--- config.mk ---
export PLATFORM = sky130hd
export DESIGN_NAME = host_interface_burst_flat
export DESIGN_NICKNAME = d
export VERILOG_FILES = /design/src/rtl/host_interface_burst_if.sv /design/src/rtl/host_interface_burst.sv /design/src/flat_wrapper.sv
export SDC_FILE = /design/constraint.sdc
export NUM_CORES = 1
export LEC_CHECK = 0
export BUFFER_PORTS_ARGS = -buffer_cell sky130_fd_sc_hd__buf_2
export CORE_MARGIN = 5
export CORE_UTILIZATION = 38
export CTS_CLUSTER_DIAMETER = 80
export DETAILED_ROUTE_END_ITERATION = 10
export PLACE_DENSITY_LB_ADDON = 0.1
export SETUP_SLACK_MARGIN = 0.5
export SKIP_LAST_GASP = 1
export SLEW_MARGIN = 25
export SYNTH_ARGS = -nofsm -noshare
export SYNTH_HDL_FRONTEND = slang
export SYNTH_SLANG_ARGS = --single-unit
--- constraint.sdc ---
create_clock -name if_clock -period 2.6 [get_ports if_clock]
set_input_delay 0.13 -clock if_clock [delete_from_list [all_inputs] [get_ports if_clock]]
set_output_delay 0.13 -clock if_clock [all_outputs]
set_load 0.005 [all_outputs]
--- src/rtl/host_interface_burst_if.sv ---
// host_interface_burst_if
//   Bundles the host-side (GPIF pad buffer) and device-side (register bus)
//   signals of host_interface_burst.
//   modport master : the bridge itself (drives pad data/oe/rdy and di_* bus)
//   modport slave  : the environment (GPIF host + device register file)
//   Signals:
//     ctl, state, hi_data_in           host -> bridge
//     hi_data_out, hi_data_oe, rdy     bridge -> host pad buffer
//     di_ep_addr, di_reg_addr,
//     di_reg_data_in, di_write,
//     di_read, di_reset, timeout_err   bridge -> device
//     di_reg_data_out, rdwr_ready      device -> bridge
interface host_interface_burst_if #(
    parameter int DATA_WIDTH = 16,
    parameter int ADDR_WIDTH = 16
);
    logic [2:0]            ctl;
    logic [3:0]            state;
    logic [DATA_WIDTH-1:0] hi_data_in;
    logic [DATA_WIDTH-1:0] hi_data_out;
    logic                  hi_data_oe;
    logic                  rdy;
    logic [ADDR_WIDTH-1:0] di_ep_addr;
    logic [ADDR_WIDTH-1:0] di_reg_addr;
    logic [DATA_WIDTH-1:0] di_reg_data_in;
    logic [DATA_WIDTH-1:0] di_reg_data_out;
    logic                  di_write;
    logic                  di_read;
    logic                  di_reset;
    logic                  rdwr_ready;
    logic                  timeout_err;

    modport master (
        input  ctl, state, hi_data_in, di_reg_data_out, rdwr_ready,
        output hi_data_out, hi_data_oe, rdy, di_ep_addr, di_reg_addr,
               di_reg_data_in, di_write, di_read, di_reset, timeout_err
    );

    modport slave (
        output ctl, state, hi_data_in, di_reg_data_out, rdwr_ready,
        input  hi_data_out, hi_data_oe, rdy, di_ep_addr, di_reg_addr,
               di_reg_data_in, di_write, di_read, di_reset, timeout_err
    );
endinterface

--- src/rtl/host_interface_burst.sv ---
// host_interface_burst
//   Decodes the firmware op code (state) and the ctl[1] strobe into
//   device register transactions: endpoint/register address set-up,
//   burst writes and reads with optional address auto-increment, a read
//   timeout with sticky error flag, and a device reset pulse.
//   Ports:
//     if_clock : interface clock (single domain)
//     reset    : synchronous, active-high reset
//     bus      : host_interface_burst_if.master (host pad side + device bus)
module host_interface_burst #(
    parameter int          DATA_WIDTH     = 16,
    parameter int          ADDR_WIDTH     = 16,
    parameter bit          AUTO_INC       = 1'b1,
    parameter int unsigned TIMEOUT_CYCLES = 255,
    parameter int unsigned TIMEOUT_VALUE  = 16'hDEAD
) (
    input  logic                   if_clock,
    input  logic                   reset,
    host_interface_burst_if.master bus
);
    localparam logic [3:0] OP_SETEP     = 4'd1;
    localparam logic [3:0] OP_SETREG    = 4'd2;
    localparam logic [3:0] OP_RDDATA    = 4'd4;
    localparam logic [3:0] OP_RESETRVAL = 4'd5;
    localparam logic [3:0] OP_WRDATA    = 4'd7;

    localparam logic [15:0]           TIMER_LAST   = 16'(TIMEOUT_CYCLES - 1);
    localparam logic [DATA_WIDTH-1:0] TIMEOUT_DATA = DATA_WIDTH'(TIMEOUT_VALUE);

    typedef enum logic [1:0] {IDLE, RD_WAIT, RD_HOLD} rd_state_t;

    // Input pipeline
    logic [3:0]            state_q, state_q_d;
    logic [2:0]            ctl_q, ctl_q_d;
    logic [DATA_WIDTH-1:0] data_q, data_q_d;
    logic                  strobe_reg;

    // Architectural state
    rd_state_t             rd_state_reg, rd_state_next;
    logic [15:0]           timer_reg, timer_next;
    logic                  set_done_reg, set_done_next;
    logic [DATA_WIDTH-1:0] hi_data_out_reg, hi_data_out_next;
    logic                  hi_data_oe_reg, hi_data_oe_next;
    logic                  rdy_reg, rdy_next;
    logic [ADDR_WIDTH-1:0] ep_addr_reg, ep_addr_next;
    logic [ADDR_WIDTH-1:0] reg_addr_reg, reg_addr_next;
    logic [DATA_WIDTH-1:0] wr_data_reg, wr_data_next;
    logic                  di_write_reg, di_write_next;
    logic                  di_read_reg, di_read_next;
    logic                  di_reset_reg, di_reset_next;
    logic                  timeout_err_reg, timeout_err_next;

    logic                  op_change;
    logic [ADDR_WIDTH+DATA_WIDTH-1:0] data_ext;
    logic                  unused_bits;

    assign op_change = (state_q != state_q_d);
    // Zero-extend so the address slice is legal for any width combination.
    assign data_ext  = {{ADDR_WIDTH{1'b0}}, data_q_d};
    assign unused_bits = ^{ctl_q[2], ctl_q[0], ctl_q_d[2], ctl_q_d[0],
                           data_ext[ADDR_WIDTH+DATA_WIDTH-1:ADDR_WIDTH]};

    always_ff @(posedge if_clock) begin
        if (reset) begin
            state_q         <= '0;
            state_q_d       <= '0;
            ctl_q           <= '0;
            ctl_q_d         <= '0;
            data_q          <= '0;
            data_q_d        <= '0;
            strobe_reg      <= 1'b0;
            rd_state_reg    <= IDLE;
            timer_reg       <= '0;
            set_done_reg    <= 1'b0;
            hi_data_out_reg <= '0;
            hi_data_oe_reg  <= 1'b0;
            rdy_reg         <= 1'b0;
            ep_addr_reg     <= '0;
            reg_addr_reg    <= '0;
            wr_data_reg     <= '0;
            di_write_reg    <= 1'b0;
            di_read_reg     <= 1'b0;
            di_reset_reg    <= 1'b0;
            timeout_err_reg <= 1'b0;
        end else begin
            state_q         <= bus.state;
            state_q_d       <= state_q;
            ctl_q           <= bus.ctl;
            ctl_q_d         <= ctl_q;
            data_q          <= bus.hi_data_in;
            data_q_d        <= data_q;
            // Registering the rise aligns the strobe with data_q_d and
            // gives the two-edge strobe-to-pulse latency.
            strobe_reg      <= ctl_q[1] & ~ctl_q_d[1];
            rd_state_reg    <= rd_state_next;
            timer_reg       <= timer_next;
            set_done_reg    <= set_done_next;
            hi_data_out_reg <= hi_data_out_next;
            hi_data_oe_reg  <= hi_data_oe_next;
            rdy_reg         <= rdy_next;
            ep_addr_reg     <= ep_addr_next;
            reg_addr_reg    <= reg_addr_next;
            wr_data_reg     <= wr_data_next;
            di_write_reg    <= di_write_next;
            di_read_reg     <= di_read_next;
            di_reset_reg    <= di_reset_next;
            timeout_err_reg <= timeout_err_next;
        end
    end

    always_comb begin
        rd_state_next    = rd_state_reg;
        timer_next       = timer_reg;
        set_done_next    = set_done_reg;
        hi_data_out_next = hi_data_out_reg;
        hi_data_oe_next  = hi_data_oe_reg;
        rdy_next         = rdy_reg;
        ep_addr_next     = ep_addr_reg;
        reg_addr_next    = reg_addr_reg;
        wr_data_next     = wr_data_reg;
        di_write_next    = 1'b0;
        di_read_next     = 1'b0;
        di_reset_next    = 1'b0;
        timeout_err_next = timeout_err_reg;

        // Post-write increment lands the cycle after the di_write pulse,
        // even if the op is being aborted in that same cycle.
        if (AUTO_INC && di_write_reg) begin
            reg_addr_next = reg_addr_reg + ADDR_WIDTH'(1);
        end

        if (op_change) begin
            rd_state_next   = IDLE;
            hi_data_oe_next = 1'b0;
            rdy_next        = 1'b0;
            set_done_next   = 1'b0;
        end else begin
            if (rd_state_reg == RD_WAIT) begin
                timer_next = timer_reg + 16'd1;
                // Ready takes priority over a coincident timeout.
                if (bus.rdwr_ready) begin
                    hi_data_out_next = bus.di_reg_data_out;
                    rdy_next         = 1'b1;
                    hi_data_oe_next  = 1'b1;
                    rd_state_next    = RD_HOLD;
                    if (AUTO_INC) reg_addr_next = reg_addr_reg + ADDR_WIDTH'(1);
                end else if (timer_reg == TIMER_LAST) begin
                    hi_data_out_next = TIMEOUT_DATA;
                    rdy_next         = 1'b1;
                    hi_data_oe_next  = 1'b1;
                    timeout_err_next = 1'b1;
                    rd_state_next    = RD_HOLD;
                    if (AUTO_INC) reg_addr_next = reg_addr_reg + ADDR_WIDTH'(1);
                end
            end

            if (strobe_reg) begin
                case (state_q_d)
                    OP_SETEP: begin
                        if (!set_done_reg) begin
                            ep_addr_next  = data_ext[ADDR_WIDTH-1:0];
                            set_done_next = 1'b1;
                        end
                    end
                    OP_SETREG: begin
                        if (!set_done_reg) begin
                            reg_addr_next = data_ext[ADDR_WIDTH-1:0];
                            set_done_next = 1'b1;
                        end
                    end
                    OP_WRDATA: begin
                        wr_data_next  = data_q_d;
                        di_write_next = 1'b1;
                    end
                    OP_RESETRVAL: begin
                        di_reset_next    = 1'b1;
                        timeout_err_next = 1'b0;
                    end
                    OP_RDDATA: begin
                        if (rd_state_reg != RD_WAIT) begin
                            di_read_next    = 1'b1;
                            rdy_next        = 1'b0;
                            hi_data_oe_next = 1'b0;
                            timer_next      = '0;
                            rd_state_next   = RD_WAIT;
                        end
                    end
                    default: ;
                endcase
            end
        end
    end

    assign bus.hi_data_out    = hi_data_out_reg;
    assign bus.hi_data_oe     = hi_data_oe_reg;
    assign bus.rdy            = rdy_reg;
    assign bus.di_ep_addr     = ep_addr_reg;
    assign bus.di_reg_addr    = reg_addr_reg;
    assign bus.di_reg_data_in = wr_data_reg;
    assign bus.di_write       = di_write_reg;
    assign bus.di_read        = di_read_reg;
    assign bus.di_reset       = di_reset_reg;
    assign bus.timeout_err    = timeout_err_reg;
endmodule
--- src/flat_wrapper.sv ---
// flat-port wrapper written by rule: the top's interface ports become plain ports
module host_interface_burst_flat 
#(
    parameter int          DATA_WIDTH     = 16,
    parameter int          ADDR_WIDTH     = 16,
    parameter bit          AUTO_INC       = 1'b1,
    parameter int unsigned TIMEOUT_CYCLES = 255,
    parameter int unsigned TIMEOUT_VALUE  = 16'hDEAD
)
  (if_clock, reset, bus_ctl, bus_state, bus_hi_data_in, bus_di_reg_data_out, bus_rdwr_ready, bus_hi_data_out, bus_hi_data_oe, bus_rdy, bus_di_ep_addr, bus_di_reg_addr, bus_di_reg_data_in, bus_di_write, bus_di_read, bus_di_reset, bus_timeout_err);
  host_interface_burst_if #(.DATA_WIDTH(DATA_WIDTH), .ADDR_WIDTH(ADDR_WIDTH)) bus_i ();
  input  logic if_clock;
  input  logic reset;
  input wire logic [$bits(bus_i.ctl)-1:0] bus_ctl;
  input wire logic [$bits(bus_i.state)-1:0] bus_state;
  input wire logic [$bits(bus_i.hi_data_in)-1:0] bus_hi_data_in;
  input wire logic [$bits(bus_i.di_reg_data_out)-1:0] bus_di_reg_data_out;
  input wire logic [$bits(bus_i.rdwr_ready)-1:0] bus_rdwr_ready;
  output wire logic [$bits(bus_i.hi_data_out)-1:0] bus_hi_data_out;
  output wire logic [$bits(bus_i.hi_data_oe)-1:0] bus_hi_data_oe;
  output wire logic [$bits(bus_i.rdy)-1:0] bus_rdy;
  output wire logic [$bits(bus_i.di_ep_addr)-1:0] bus_di_ep_addr;
  output wire logic [$bits(bus_i.di_reg_addr)-1:0] bus_di_reg_addr;
  output wire logic [$bits(bus_i.di_reg_data_in)-1:0] bus_di_reg_data_in;
  output wire logic [$bits(bus_i.di_write)-1:0] bus_di_write;
  output wire logic [$bits(bus_i.di_read)-1:0] bus_di_read;
  output wire logic [$bits(bus_i.di_reset)-1:0] bus_di_reset;
  output wire logic [$bits(bus_i.timeout_err)-1:0] bus_timeout_err;
  assign bus_i.ctl = bus_ctl;
  assign bus_i.state = bus_state;
  assign bus_i.hi_data_in = bus_hi_data_in;
  assign bus_i.di_reg_data_out = bus_di_reg_data_out;
  assign bus_i.rdwr_ready = bus_rdwr_ready;
  assign bus_hi_data_out = bus_i.hi_data_out;
  assign bus_hi_data_oe = bus_i.hi_data_oe;
  assign bus_rdy = bus_i.rdy;
  assign bus_di_ep_addr = bus_i.di_ep_addr;
  assign bus_di_reg_addr = bus_i.di_reg_addr;
  assign bus_di_reg_data_in = bus_i.di_reg_data_in;
  assign bus_di_write = bus_i.di_write;
  assign bus_di_read = bus_i.di_read;
  assign bus_di_reset = bus_i.di_reset;
  assign bus_timeout_err = bus_i.timeout_err;
  host_interface_burst #(.DATA_WIDTH(DATA_WIDTH), .ADDR_WIDTH(ADDR_WIDTH), .AUTO_INC(AUTO_INC), .TIMEOUT_CYCLES(TIMEOUT_CYCLES), .TIMEOUT_VALUE(TIMEOUT_VALUE)) u_core (.if_clock(if_clock), .reset(reset), .bus(bus_i));
endmodule
==> results of run 1 <==
==> area by class of cell <==
type	instances	share of cell area
repair buffers	164	0.149
clock buffers	23	0.0663
inverters	12	0.00625
clock inverters	9	0.0167
flip-flops and latches	132	0.368
multi-input cells	393	0.362
well taps	180	0.0312
==> report_power, final <==
part           switching (µW)  internal [µW]
sequential               29.7           2060
combinational             113            115
clock                     886           1500
==> what timing repair did <==
item / in CTS / in global routing
pin swaps: 4 / 2
endpoints found under the setup margin: 31 / 25
hold endpoints to repair: 37 / 0
buffers inserted: 2 / 0
resized for setup: 16 / 14
hold buffers: 37 / 0
==> worst paths after layout <==
kind / end / start / slack [ps]
worst max-delay path: u_core.timer_reg[7] / u_core.state_q_d[3] / 570
worst min-delay path: u_core.bus.hi_data_out[4] / bus_rdwr_ready / 110
worst max register to register: u_core.timer_reg[7] / u_core.state_q_d[3] / 570
worst min register to register: u_core.strobe_reg / u_core.ctl_q_d[1] / 390
==> per-layer routing <==
metal	vias up	part of all wire
li1	2325	-
met1	2221	0.43
met2	131	0.47
met3	32	0.062
met4	0	0.032
met5	-	0
==> metrics by stage <==
| step | total power, µW | util | cells |
|---|---|---|---|
| final | 4700 | 0.523 | 913 |
| after global routing | 4880 | 0.523 | 913 |
| after CTS | 4750 | 0.516 | 912 |
| after detailed placement | 2310 | 0.440 | 841 |
| after global placement | 2300 | 0.440 | 841 |
| after floorplan | 2230 | - | 571 |
==> layout by cell type (no fill, tap or decap), types with 4 or more instances in the layout <==
| master | n |
|---|---|
| a211oi_1 | 5 |
| a21oi_1 | 17 |
| a32oi_1 | 5 |
| buf_2 | 109 |
| buf_4 | 16 |
| clkbuf_16 | 17 |
| clkinv_4 | 4 |
| dfxtp_1 | 125 |
| dfxtp_2 | 6 |
| dlygate4sd3_1 | 37 |
| inv_1 | 11 |
| mux2i_1 | 32 |
| nand2_1 | 22 |
| nand3_1 | 14 |
| nand4_1 | 12 |
| nor2_1 | 74 |
| nor2b_1 | 43 |
| nor3_1 | 38 |
| nor4_1 | 10 |
| o21a_1 | 6 |
| o21ai_0 | 12 |
| o221ai_1 | 4 |
| o311a_1 | 4 |
| or3_1 | 10 |
| xnor2_1 | 12 |
| xnor2_2 | 4 |
| xor2_1 | 8 |
==> logic make-up (layout without fill, tap and decap cells) <==
| group | after synthesis | count (layout) | synth area share |
|---|---|---|---|
| mux | 32 | 32 | 0.0604 |
| flops | 132 | 132 | 0.498 |
| fa+ha+maj | 4 | 4 | 0.00943 |
| compound gates | 78 | 78 | 0.104 |
| xor+xnor | 24 | 24 | 0.0424 |
| simple gates | 255 | 255 | 0.250 |
| buf+inv | 46 | 208 | 0.0358 |
==> tightest hold or removal path, cell delays in order <==
cell and delay, ps:
buf_2 180, a32oi_1 110, nor2_1 70
==> flow_metrics.env, run 1 <==
export IMPL_first_pass_iters=5
export IMPL_grt_setup_unrepaired="yes"
export IMPL_yosys_warnings=0
export IMPL_max_stage_delay_ps=580
export IMPL_whs_ps=106
export IMPL_cp_start_kind="flop"
export IMPL_grt_busiest_layer="met2"
export IMPL_overflow=0
export IMPL_avgSynthCellArea_um2=9.29
export IMPL_mappedNetlistNets=617
export IMPL_grtUsageTotal=0.187
export IMPL_drt_vias_per_instance=5.16
export IMPL_setup_violations=0
export IMPL_synth_common_cells="132 x dfxtp_1, 75 x nor2_1, 43 x nor2b_1"
export IMPL_hold_path_depth=3
export IMPL_placementRows=43
export IMPL_crit_buf_inv=0
export IMPL_ys_seq_elements=132
export IMPL_synthTopCellsByArea="dfxtp_1 50%, mux2i_1 6.0%, nor2_1 5.3%"
export IMPL_ys_flop_type="dfxtp_1"
export IMPL_fill_cells=1334
export IMPL_path_cells="xnor2_2 > nand4_2 > or4_4 > or4_1 > a21oi_1"
export IMPL_synthArstFlopShare=0
export IMPL_status="finished, final reports clean"
export IMPL_multi_input_area_um2=2610
export IMPL_grtUsageMet2=0.298
export IMPL_die_area_um2=16400
export IMPL_ctsHtreeMaxLevel=4
export IMPL_ant_nets=0
export IMPL_post_dp_cell_area_um2=6070
export IMPL_hp_class="in2reg"
export IMPL_antenna_found_initial=0
export IMPL_fin_nets=766
export IMPL_worstMarginPinSlew_ps=583
export IMPL_post_drt_wl_per_cell_um=16.2
export IMPL_setup_slack_ps=565
export IMPL_min_period_over_period=0.783
export IMPL_synth_most_common_cell="dfxtp_1"
export IMPL_slew_viol_final=0
export IMPL_yosysTopAreaCell="dfxtp_1"
export IMPL_crit_required_ps=2950
export IMPL_path_clk_slew_ps=60
export IMPL_root_buffer="clkbuf_16"
export IMPL_grt_pass1_vias=4759
export IMPL_diodes=0
export IMPL_num_io_pins=112
export IMPL_die_h_um=128
export IMPL_cts_sinks=132
export IMPL_crit_arrival_ps=2390
export IMPL_clkLatencyLatePin_ps=420
export IMPL_cp_max_fo=10
export IMPL_port_buffers=109
export IMPL_slew_headroom=0.610
export IMPL_seqCellArea_um2=2650
export IMPL_core_area_um2=13800
export IMPL_use_met1=0.230
export IMPL_yosysUniqueCellTypes=56
export IMPL_maxCapViolations=0
export IMPL_p_leak_uw=0.00285
export IMPL_start_util=0.385
export IMPL_route_detailed_drc=0
export IMPL_netlist_instances=571
export IMPL_p_per_area_nw_per_um2=652
export IMPL_fin_skew_ps=7.42
export IMPL_drtIter0Drc=226
export IMPL_critical_path_class="reg2reg"
export IMPL_grt_util_met3=0.0621
export IMPL_cp_top_family="simple AND/OR/NAND/NOR gates"
export IMPL_via_count=4709
export IMPL_place_ws_ps=302
export IMPL_crit_cells=5
export IMPL_max_clock_path_buffers=2
export IMPL_die_x_um=128
export IMPL_cp_slowest_cell="or4_4"
export IMPL_netlist_area_um2=5310
export IMPL_dp_hpwl_um=9770
export IMPL_design_area_um2=7210
export IMPL_final_hold_viol_count=0
export IMPL_cts_made_buffers=17
export IMPL_rr_worst_depth=5
export IMPL_synth_top_cell_area_share=0.498
export IMPL_ir_drop_mv=0.395
export IMPL_cts_tree="built"
export IMPL_layout_drive_gt1_share=0.259
export IMPL_end_kind="flop"
export IMPL_layout_min_cycle_time_ps=2030
export IMPL_wl_um=14700
export IMPL_grt_max_degree=98
export IMPL_max_freq_mhz=491
export IMPL_yosysSeqAreaShare=0.498
export IMPL_tns_ps=0
export IMPL_routabilityCongestion=0.865
export IMPL_synthToLayoutAreaGrowth_pct=35.9
export IMPL_synth_edf_count=0
export IMPL_grt_pass1_wl_um=23800
Power figures use the tool's default switching activity.
==> run 2: changes to the inputs <==
Settings changed: ABC_AREA set to 1.
Clock period 2.6 ns to 2.1 ns, I/O delays scaled along.
==> run 2 against run 1 <==
Flip-flop and latch count stayed put. Worst hold slack worse by 76 ps. Fmax is 24% higher. Wire length is 7.3% higher. Cell count is 26% higher. Synthesized cell count is 35% higher. Total power is 25% higher. First-iteration DRC count is 7.1% higher.
==> flow_metrics.env, run 2 <==
export IMPL_cp_top_family="simple AND/OR/NAND/NOR gates"
export IMPL_crit_buf_inv=2
export IMPL_layout_common_cells="128 x nor2_1, 115 x dfxtp_1, 110 x inv_1"
export IMPL_cts_made_buffers=17
export IMPL_setup_violations=0
export IMPL_placementRows=44
export IMPL_routabilityCongestion=0.833
export IMPL_end_kind="flop"
export IMPL_path_cells="xor2_1 > nor2_2 > nand2_4 > buf_12 > nor3_4 > buf_6 > nand3b_1 > a21oi_2"
export IMPL_path_clk_slew_ps=60
export IMPL_utilization=0.559
export IMPL_synth_edf_count=0
export IMPL_p_per_area_nw_per_um2=726
export IMPL_max_clock_path_buffers=2
export IMPL_yosys_warnings=0
export IMPL_overflow=0
export IMPL_yosysTopAreaCell="dfxtp_1"
export IMPL_grtUsageTotal=0.169
export IMPL_ant_nets=0
export IMPL_ctsHtreeMaxLevel=4
export IMPL_crit_arrival_ps=1980
export IMPL_r2r_start="u_core.state_q_d[3]"
export IMPL_startpoint="u_core.state_q_d[3]"
export IMPL_wl_met3_um=717
export IMPL_via_count=5488
export IMPL_max_stage_delay_ps=330
export IMPL_ys_flop_type="dfxtp_1"
export IMPL_wl_met2_um=7580
export IMPL_clkLatencyLatePin_ps=420
export IMPL_final_hold_viol_count=0
export IMPL_synthTopCellsByArea="dfxtp_1 47%, nor2_1 9.3%, inv_1 7.7%"
export IMPL_cp_start_kind="flop"
export IMPL_grt_pass1_vias=4994
export IMPL_grt_max_degree=60
export IMPL_yosysSeqAreaShare=0.469
export IMPL_netlist_instances=768
export IMPL_root_buffer="clkbuf_16"
export IMPL_grt_setup_unrepaired="yes"
export IMPL_p_leak_uw=0.00363
export IMPL_cp_slowest_cell="dfxtp_2"
export IMPL_num_io_pins=112
export IMPL_fin_skew_ps=14.7
export IMPL_mappedNetlistNets=814
export IMPL_port_buffers=109
export IMPL_netlist_area_um2=5640
export IMPL_drt_met1_wl_um=7220
export IMPL_start_util=0.388
export IMPL_cts_tree="built"
export IMPL_synth_top_cell_area_share=0.469
export IMPL_reg2reg_setup_slack_ps=460
export IMPL_status="finished, final reports clean"
export IMPL_synthArstFlopShare=0
export IMPL_cts_sinks=132
export IMPL_diodes=0
export IMPL_hp_class="in2reg"
export IMPL_die_area_um2=17400
export IMPL_place_ws_ps=222
export IMPL_critical_path_class="reg2reg"
export IMPL_die_h_um=132
export IMPL_avgSynthCellArea_um2=7.34
export IMPL_layout_min_cycle_time_ps=1640
export IMPL_ys_seq_elements=132
export IMPL_final_common_cell="nor2_1"
export IMPL_dp_hpwl_um=10400
export IMPL_fin_nets=999
export IMPL_antenna_found_initial=0
export IMPL_layout_drive_gt1_share=0.308
export IMPL_drt_vias_per_instance=4.77
export IMPL_synthToLayoutAreaGrowth_pct=44.2
export IMPL_slew_headroom=0.618
export IMPL_yosysUniqueCellTypes=38
export IMPL_synth_common_cells="140 x nor2_1, 132 x dfxtp_1, 116 x inv_1"
export IMPL_drtIter0Drc=242
export IMPL_crit_required_ps=2440
export IMPL_route_detailed_drc=0
export IMPL_wl_um=15800
export IMPL_core_area_um2=14500
export IMPL_maxCapViolations=0
export IMPL_cp_max_fo=7
export IMPL_slew_viol_final=0
export IMPL_worstMarginPinSlew_ps=572
export IMPL_first_pass_iters=5
export IMPL_top_layer_used="met4"
export IMPL_whs_ps=30.2
export IMPL_worst_hold_startpoint="bus_rdwr_ready"
export IMPL_post_drt_wl_per_cell_um=13.8
export IMPL_synth_most_common_cell="nor2_1"
export IMPL_setup_slack_ps=462
export IMPL_tns_ps=0
export IMPL_ir_drop_mv=0.570
export IMPL_max_freq_mhz=610
export IMPL_grt_pass1_wl_um=24200
export IMPL_min_period_over_period=0.780
export IMPL_die_x_um=132
-- run 2: cell families after synthesis --
group,after synthesis,synth area share
xor+xnor,14,0.0217
buf+inv,153,0.110
fa+ha+maj,4,0.00888
compound gates,139,0.138
flops,132,0.469
simple gates,326,0.252
-- run 2: routing by layer --
| metal | GRT usage | up-vias |
|---|---|---|
| met3 | 0.0450 | 24 |
| met5 | 0 | - |
| li1 | - | 2811 |
| met4 | 0.0594 | 0 |
| met2 | 0.270 | 129 |
| met1 | 0.221 | 2524 |
-- run 2: through the flow --
step	total power, µW	area (µm²)	instances
2_1_floorplan	2770	5640	768
3_3_place_gp	2860	6330	1041
3_5_place_dp	2870	6330	1041
4_1_cts	5920	7510	1121
5_1_grt	6120	8130	1150
6_report	5900	8130	1150
-- run 2: worst paths after layout --
check	end	cells after the start
hold / removal	u_core.bus.hi_data_out[13]	3
setup reg to reg	u_core.timer_reg[8]	8
hold reg to reg	u_core.strobe_reg	1
setup / recovery	u_core.timer_reg[8]	8
-- run 2: tightest hold or removal path: cells and delay by family --
family                 cells  cell delay (ps)
buffers and inverters      1              140
and+or+nand+nor            1               80
AOI/OAI and AO/OA          1               60
-- run 2: final cells by class --
type	count	area, µm²
clock buffers	19	443
clock inverters	13	150
fillers	1349	6410
inverters	122	474
multi-input cells	484	2730
flip-flops and latches	132	2680
well taps	184	230
repair buffers	196	1430
-- run 2: what timing repair did --
action / in CTS / in global routing
resized for setup: 37 / 111
buffers inserted: 12 / 26
hold buffers: 36 / 0
pin swaps: 7 / 33
hold endpoints to repair: 36 / 0
setup endpoints to repair: 67 / 82
gates cloned: 0 / 3
-- run 2: power by group --
| group | internal (µW) | switching [µW] |
|---|---|---|
| registers | 2540 | 31.7 |
| logic | 171 | 192 |
| clock network | 1800 | 1160 |
| total | 4510 | 1380 |
